$ cat src/rtl/miner_pkg.sv
// ---------------------------------------------------------------------------
// miner_pkg
// Shared definitions for the golden-nonce reporting path:
//   - frame header default, nonce byte count and frame-length constants
//   - reporter FSM state encoding
//   - checksum helper (XOR of the four nonce bytes)
// Optional feature macro: NONCE_REPORTER_CHECKSUM_EN adds the CHK state and
// lengthens the frame from 5 to 6 bytes.
// ---------------------------------------------------------------------------
package miner_pkg;

    localparam logic [7:0] SYNC_BYTE_DEFAULT = 8'h55;
    localparam int         NONCE_BYTES       = 4;
    localparam int         FRAME_LEN_NO_CHK  = 1 + NONCE_BYTES;
    localparam int         FRAME_LEN_CHK     = FRAME_LEN_NO_CHK + 1;

`ifdef NONCE_REPORTER_CHECKSUM_EN
    localparam int FRAME_LEN = FRAME_LEN_CHK;
    typedef enum logic [1:0] {
        ST_IDLE  = 2'd0,
        ST_HDR   = 2'd1,
        ST_NONCE = 2'd2,
        ST_CHK   = 2'd3
    } state_t;
`else
    localparam int FRAME_LEN = FRAME_LEN_NO_CHK;
    typedef enum logic [1:0] {
        ST_IDLE  = 2'd0,
        ST_HDR   = 2'd1,
        ST_NONCE = 2'd2
    } state_t;
`endif

    // Checksum byte appended to a frame: XOR of the four nonce bytes.
    function automatic logic [7:0] nonce_checksum(input logic [31:0] nonce);
        return nonce[31:24] ^ nonce[23:16] ^ nonce[15:8] ^ nonce[7:0];
    endfunction

endpackage

$ cat src/rtl/nonce_fifo.sv
// ---------------------------------------------------------------------------
// nonce_fifo
// Small FIFO of 32-bit golden nonces. The head entry is read combinationally
// so the reporter can pop it into its frame register in the same cycle that
// it sees the FIFO non-empty.
// Ports:
//   hash_clk   - clock (rising edge)
//   reset      - asynchronous active-high reset (pointers and count)
//   push       - write push_data; accepted when not full, or when a pop
//                happens in the same cycle
//   push_data  - nonce to write
//   pop        - remove the head entry (ignored when empty)
//   pop_data   - current head entry
//   full/empty - occupancy flags derived from count
//   count      - number of stored entries (log2(DEPTH)+1 bits)
// ---------------------------------------------------------------------------
module nonce_fifo #(
    parameter int DEPTH = 4
) (
    input  logic                     hash_clk,
    input  logic                     reset,
    input  logic                     push,
    input  logic [31:0]              push_data,
    input  logic                     pop,
    output logic [31:0]              pop_data,
    output logic                     full,
    output logic                     empty,
    output logic [$clog2(DEPTH):0]   count
);

    localparam int AW = $clog2(DEPTH);

    logic [31:0]   mem [DEPTH];
    logic [AW-1:0] wr_ptr_reg;
    logic [AW-1:0] rd_ptr_reg;
    logic [AW:0]   count_reg;
    logic          pop_ok;
    logic          push_ok;

    assign full     = (count_reg == (AW+1)'(DEPTH));
    assign empty    = (count_reg == '0);
    assign count    = count_reg;
    assign pop_data = mem[rd_ptr_reg];

    // A simultaneous pop frees the slot, so a push into a full FIFO is
    // still taken when the head leaves in the same cycle.
    assign pop_ok  = pop & ~empty;
    assign push_ok = push & (~full | pop_ok);

    always_ff @(posedge hash_clk) begin
        if (push_ok) begin
            mem[wr_ptr_reg] <= push_data;
        end
    end

    // DEPTH is a power of two, so pointers wrap by natural overflow.
    always_ff @(posedge hash_clk or posedge reset) begin
        if (reset) begin
            wr_ptr_reg <= '0;
            rd_ptr_reg <= '0;
            count_reg  <= '0;
        end else begin
            if (push_ok) begin
                wr_ptr_reg <= wr_ptr_reg + AW'(1);
            end
            if (pop_ok) begin
                rd_ptr_reg <= rd_ptr_reg + AW'(1);
            end
            count_reg <= count_reg + (AW+1)'(push_ok) - (AW+1)'(pop_ok);
        end
    end

endmodule

$ cat src/rtl/nonce_reporter.sv
// ---------------------------------------------------------------------------
// nonce_reporter
// Captures a golden nonce on each rising edge of is_golden_ticket, queues it
// and serialises it to a byte-wide UART transmitter as a frame:
//   SYNC_BYTE, nonce[31:24], nonce[23:16], nonce[15:8], nonce[7:0]
//   (+ XOR checksum byte when NONCE_REPORTER_CHECKSUM_EN is defined)
// Ports:
//   hash_clk          - clock (rising edge)
//   reset             - asynchronous active-high reset
//   is_golden_ticket  - found flag; only its rising edge captures a nonce
//   golden_nonce      - nonce to capture
//   tx_data/tx_valid  - byte offered downstream, held while not accepted
//   tx_ready          - downstream accepts the byte when tx_valid is high
//   pending           - nonces queued, excluding the frame in flight
//   overflow          - sticky: a capture was dropped on a full queue
//   busy              - a frame is being transmitted
// ---------------------------------------------------------------------------
module nonce_reporter
    import miner_pkg::*;
#(
    parameter int         FIFO_DEPTH = 4,
    parameter logic [7:0] SYNC_BYTE  = SYNC_BYTE_DEFAULT
) (
    input  logic                         hash_clk,
    input  logic                         reset,
    input  logic                         is_golden_ticket,
    input  logic [31:0]                  golden_nonce,
    output logic [7:0]                   tx_data,
    output logic                         tx_valid,
    input  logic                         tx_ready,
    output logic [$clog2(FIFO_DEPTH):0]  pending,
    output logic                         overflow,
    output logic                         busy
);

    localparam logic [1:0] LAST_NONCE_IDX = 2'(NONCE_BYTES - 1);

    logic        ticket_d_reg;
    logic        capture;
    logic        fifo_pop;
    logic        fifo_full;
    logic        fifo_empty;
    logic [31:0] fifo_head;

    state_t      state_reg;
    logic [31:0] frame_reg;
    logic [1:0]  byte_idx_reg;
    logic [7:0]  tx_data_reg;
    logic        tx_valid_reg;
    logic        overflow_reg;
    logic        accept;

    // Nonce bytes of the frame in flight, most significant first.
    logic [7:0]  nonce_byte [NONCE_BYTES];

    genvar gi;
    generate
        for (gi = 0; gi < NONCE_BYTES; gi++) begin : g_nonce_byte
            assign nonce_byte[gi] = frame_reg[31-8*gi -: 8];
        end
    endgenerate

    assign capture  = is_golden_ticket & ~ticket_d_reg;
    assign fifo_pop = (state_reg == ST_IDLE) & ~fifo_empty;
    assign accept   = tx_valid_reg & tx_ready;

    assign tx_data  = tx_data_reg;
    assign tx_valid = tx_valid_reg;
    assign overflow = overflow_reg;
    assign busy     = (state_reg != ST_IDLE);

    nonce_fifo #(
        .DEPTH     (FIFO_DEPTH)
    ) u_fifo (
        .hash_clk  (hash_clk),
        .reset     (reset),
        .push      (capture),
        .push_data (golden_nonce),
        .pop       (fifo_pop),
        .pop_data  (fifo_head),
        .full      (fifo_full),
        .empty     (fifo_empty),
        .count     (pending)
    );

    // Edge detector resets high so a ticket already asserted when reset
    // releases is not mistaken for a new find. A capture into a full queue
    // is only lost when no pop frees a slot in the same cycle.
    always_ff @(posedge hash_clk or posedge reset) begin
        if (reset) begin
            ticket_d_reg <= 1'b1;
            overflow_reg <= 1'b0;
        end else begin
            ticket_d_reg <= is_golden_ticket;
            if (capture && fifo_full && !fifo_pop) begin
                overflow_reg <= 1'b1;
            end
        end
    end

    always_ff @(posedge hash_clk or posedge reset) begin
        if (reset) begin
            state_reg    <= ST_IDLE;
            frame_reg    <= '0;
            byte_idx_reg <= '0;
            tx_data_reg  <= 8'h00;
            tx_valid_reg <= 1'b0;
        end else begin
            case (state_reg)
                ST_IDLE: begin
                    if (fifo_pop) begin
                        frame_reg    <= fifo_head;
                        tx_data_reg  <= SYNC_BYTE;
                        tx_valid_reg <= 1'b1;
                        state_reg    <= ST_HDR;
                    end
                end
                ST_HDR: begin
                    if (accept) begin
                        tx_data_reg  <= nonce_byte[0];
                        byte_idx_reg <= '0;
                        state_reg    <= ST_NONCE;
                    end
                end
                ST_NONCE: begin
                    if (accept) begin
                        if (byte_idx_reg == LAST_NONCE_IDX) begin
`ifdef NONCE_REPORTER_CHECKSUM_EN
                            tx_data_reg  <= nonce_checksum(frame_reg);
                            state_reg    <= ST_CHK;
`else
                            tx_valid_reg <= 1'b0;
                            state_reg    <= ST_IDLE;
`endif
                        end else begin
                            tx_data_reg  <= nonce_byte[byte_idx_reg + 2'd1];
                            byte_idx_reg <= byte_idx_reg + 2'd1;
                        end
                    end
                end
`ifdef NONCE_REPORTER_CHECKSUM_EN
                ST_CHK: begin
                    if (accept) begin
                        tx_valid_reg <= 1'b0;
                        state_reg    <= ST_IDLE;
                    end
                end
`endif
                default: begin
                    tx_valid_reg <= 1'b0;
                    state_reg    <= ST_IDLE;
                end
            endcase
        end
    end

endmodule

$ cat config.mk
export PLATFORM = sky130hd
export DESIGN_NAME = nonce_reporter
export DESIGN_NICKNAME = d
export VERILOG_FILES = /design/src/rtl/miner_pkg.sv /design/src/rtl/nonce_fifo.sv /design/src/rtl/nonce_reporter.sv
export SDC_FILE = /design/constraint.sdc
export NUM_CORES = 1
export LEC_CHECK = 0
export CAP_MARGIN = 10
export CORE_MARGIN = 10
export CORE_UTILIZATION = 50
export CTS_BUF_LIST = sky130_fd_sc_hd__clkbuf_4 sky130_fd_sc_hd__clkbuf_8
export DETAILED_ROUTE_END_ITERATION = 6
export HOLD_SLACK_MARGIN = 0.02
export PLACE_DENSITY = 0.72
export SLEW_MARGIN = 20
export SYNTH_ARGS = -nofsm -noshare
export SYNTH_HDL_FRONTEND = slang
export SYNTH_SLANG_ARGS = --single-unit
export TNS_END_PERCENT = 10
$ cat constraint.sdc
create_clock -name hash_clk -period 2.65 [get_ports hash_clk]
set_clock_uncertainty 0.05 [all_clocks]
set_input_delay 0.53 -clock hash_clk [delete_from_list [all_inputs] [get_ports hash_clk]]
set_output_delay 0.53 -clock hash_clk [all_outputs]
set_load 0.005 [all_outputs]
==> metrics.csv <==
metric,value,unit
status,"finished, final reports clean",
class_of_the_worst_hold_path,in2async,
synth_xor_area_frac,0.00601,
placed_cells_incl_taps,664,
dieWidth,141,microns
area_after_dpl,8090,sq um
setup_total_negative_slack,0,ps
cts_resized,0,
setup.worst_path.end,busy,
final_period_minus_worst_setup_slack,2440,ps
metal3_wl,624,microns
synth_nets,488,
drv_cap,0,
largest_reg_flops,128,
standard_cell_row_count,44,
synth_enable_flop_cells,128,
area_growth_syn_to_layout,17.0,%
dpl.hpwl,8560,microns
setup_crit_end_kind,output pin,
setup_viol_count_final,0,
total_power,5.99,mW
synth.yosys.warnings,0,
worst_skew_pair.late_latency,460,ps
first_global_vias,4175,
met1_length,5610,microns
syn_area_per_cell,16.5,sq um
pin_count_of_the_biggest_net_entering_global_routing,55,
syn_area,7290,sq um
numCtsBuffers,17,
synth-compound-area-share,0.0525,
fin_ws,205,ps
routed_via_density,5.60,
worst_slew_slack_as_a_fraction_of_its_limit,0.572,
route.detailed.drc,0,
drt.antenna.violating_nets,0,
post_synth_num_cell_types,41,
vias,3899,
cts_hold_repair.buffers,0,
core_ar,14400,sq um
yosys_register_bits,182,
detail_route.first_pass.iterations,5,
cts_setup_buffers,0,
final.period_utilization,0.923,
pwr_density_cell,702,nW/um^2
clock_tree_from_tritoncts,built,
synth_simple_gate_area_frac,0.0697,
initial_utilization,0.505,
routed_wire_length_per_instance,19.1,microns
worstPathArrival,1860,ps
reg2reg_to,u_fifo.count[2],
worst-r2r-setup-slack,320,ps
hold_viol,0,
finish.cell_count_without_fillers,696,
timing.critical_path.required,2070,ps
cts_num_sinks,182,
layout.filler_cells,1104,
pre_cts_ws,298,ps
post_synth_fa_ha_maj_area_fraction,0.0199,
layout.core_utilization,0.591,
most_frequent_cells_in_the_layout,"128 x edfxtp_1, 103 x nand2_1, 52 x dfrtp_1",
fin_hold_ws,375,ps
ir_drop,0.353,mV
place_congestion,0.806,
mostFrequentLayoutCell,edfxtp_1,
worstMarginPinSlew,633,ps
postSynth.topFlopCell,edfxtp_1,
worst-r2r-cell-count,11,
critical_path_start,state_reg[1],
ctsHtreeMaxLevel,4,
highest_metal_layer_with_signal_wires,met4,
drive_above_1_share,0.201,
io_pins,50,
timing.critical_path.from_type,flip-flop,
wl_met2,6850,microns
antenna_found_initial,0,
synthArstFlopShare,0.297,
criticalPathCategory,reg2out,
synth_seq_area_share,0.713,
setup_repair_after_global_routing_missed_its_margin,no,
finalMaxSlewViolations,0,
path_max_fanout,7,
io_buffer_count,49,
leakage,3.14,nW
layout.nets,546,
grt_first_pass_wirelength,22400,microns
cts_max_path_buffers,2,
final_design_area_no_fill,8530,sq um
grt_usage,0.143,
worstReg2RegStart,state_reg[1],
dominant_combinational_cell_family_by_area_after_synthesis,multiplexers,
grt_overflow,0,
cts.root.buffer_cell,clkbuf_8,
clkTransAtPathRegs,90,ps
antennaDiodeCount,0,
die_h,141,microns
synth_mux_area_frac,0.117,
fmaxAchievable,409,MHz
die-area,19800,sq um
drt_wl_total,13300,microns
drt_iter0_markers,247,
syn_inst,441,
==> cell type report <==
cell class	instances	area [sq um]	share of cell area
Clock buffer	23	285	0.0335
Clock inverter	9	151	0.0178
Inverter	13	48.8	0.00572
Multi-Input combinational cell	222	1940	0.228
Sequential cell	182	5200	0.610
Tap cell	184	230	0.0270
Timing Repair Buffer	63	671	0.0786
==> power breakdown <==
group	leakage, nW	switching (mW)	internal [mW]
clock network	0.225	0.898	1.10
registers	1.89	0.114	3.32
logic	1.03	0.281	0.269
total	3.14	1.29	4.69
==> logic make-up after synthesis <==
group,count (synthesis)
compound gates,45
xor+xnor,5
fa+ha+maj,11
buf+inv,37
flops,182
mux,43
simple gates,118
==> critical path, stage by stage, from the launching register on <==
cell             delay, ps
dfrtp_1                400
inv_1                  110
ha_1                   320
inv_1                  110
clkdlybuf4s50_1        460
==> per-layer routing <==
layer | up-vias | GRT usage
li1 | 1779 | -
met1 | 2015 | 0.176
met2 | 87 | 0.231
met3 | 18 | 0.0477
met4 | 0 | 0.0533
met5 | - | 0
==> cell usage after synthesis, types with 2 or more instances <==
cell / count / area share
a31oi_1: 4 / 0.0034
dfrtp_1: 53 / 0.18
buf_2: 4 / 0.0027
mux2_2: 9 / 0.014
inv_1: 12 / 0.0062
a41oi_2: 4 / 0.0089
o211ai_1: 8 / 0.0082
a21bo_2: 3 / 0.0041
and2_1: 4 / 0.0034
a22oi_1: 4 / 0.0041
mux4_2: 33 / 0.10
buf_6: 2 / 0.0031
clkbuf_1: 17 / 0.0088
a41oi_1: 8 / 0.0096
xnor2_1: 5 / 0.0060
edfxtp_1: 128 / 0.53
ha_1: 10 / 0.017
nand2_1: 103 / 0.053
and3b_1: 2 / 0.0024
o21ai_0: 5 / 0.0034
nor4b_1: 2 / 0.0024
a22o_1: 2 / 0.0024
==> worst min path at each step <==
stage                                       to  cells past startpoint  slack [ps]
after global routing                  tx_valid                      3         380
after global placement                overflow                      1         410
after detailed placement          frame_reg[6]                      2         410
final                     u_fifo.wr_ptr_reg[1]                      3         380
after CTS                 u_fifo.wr_ptr_reg[1]                      3         370
after floorplan                  frame_reg[24]                      2         390
No activity file was read; power rests on OpenSTA's default activity.
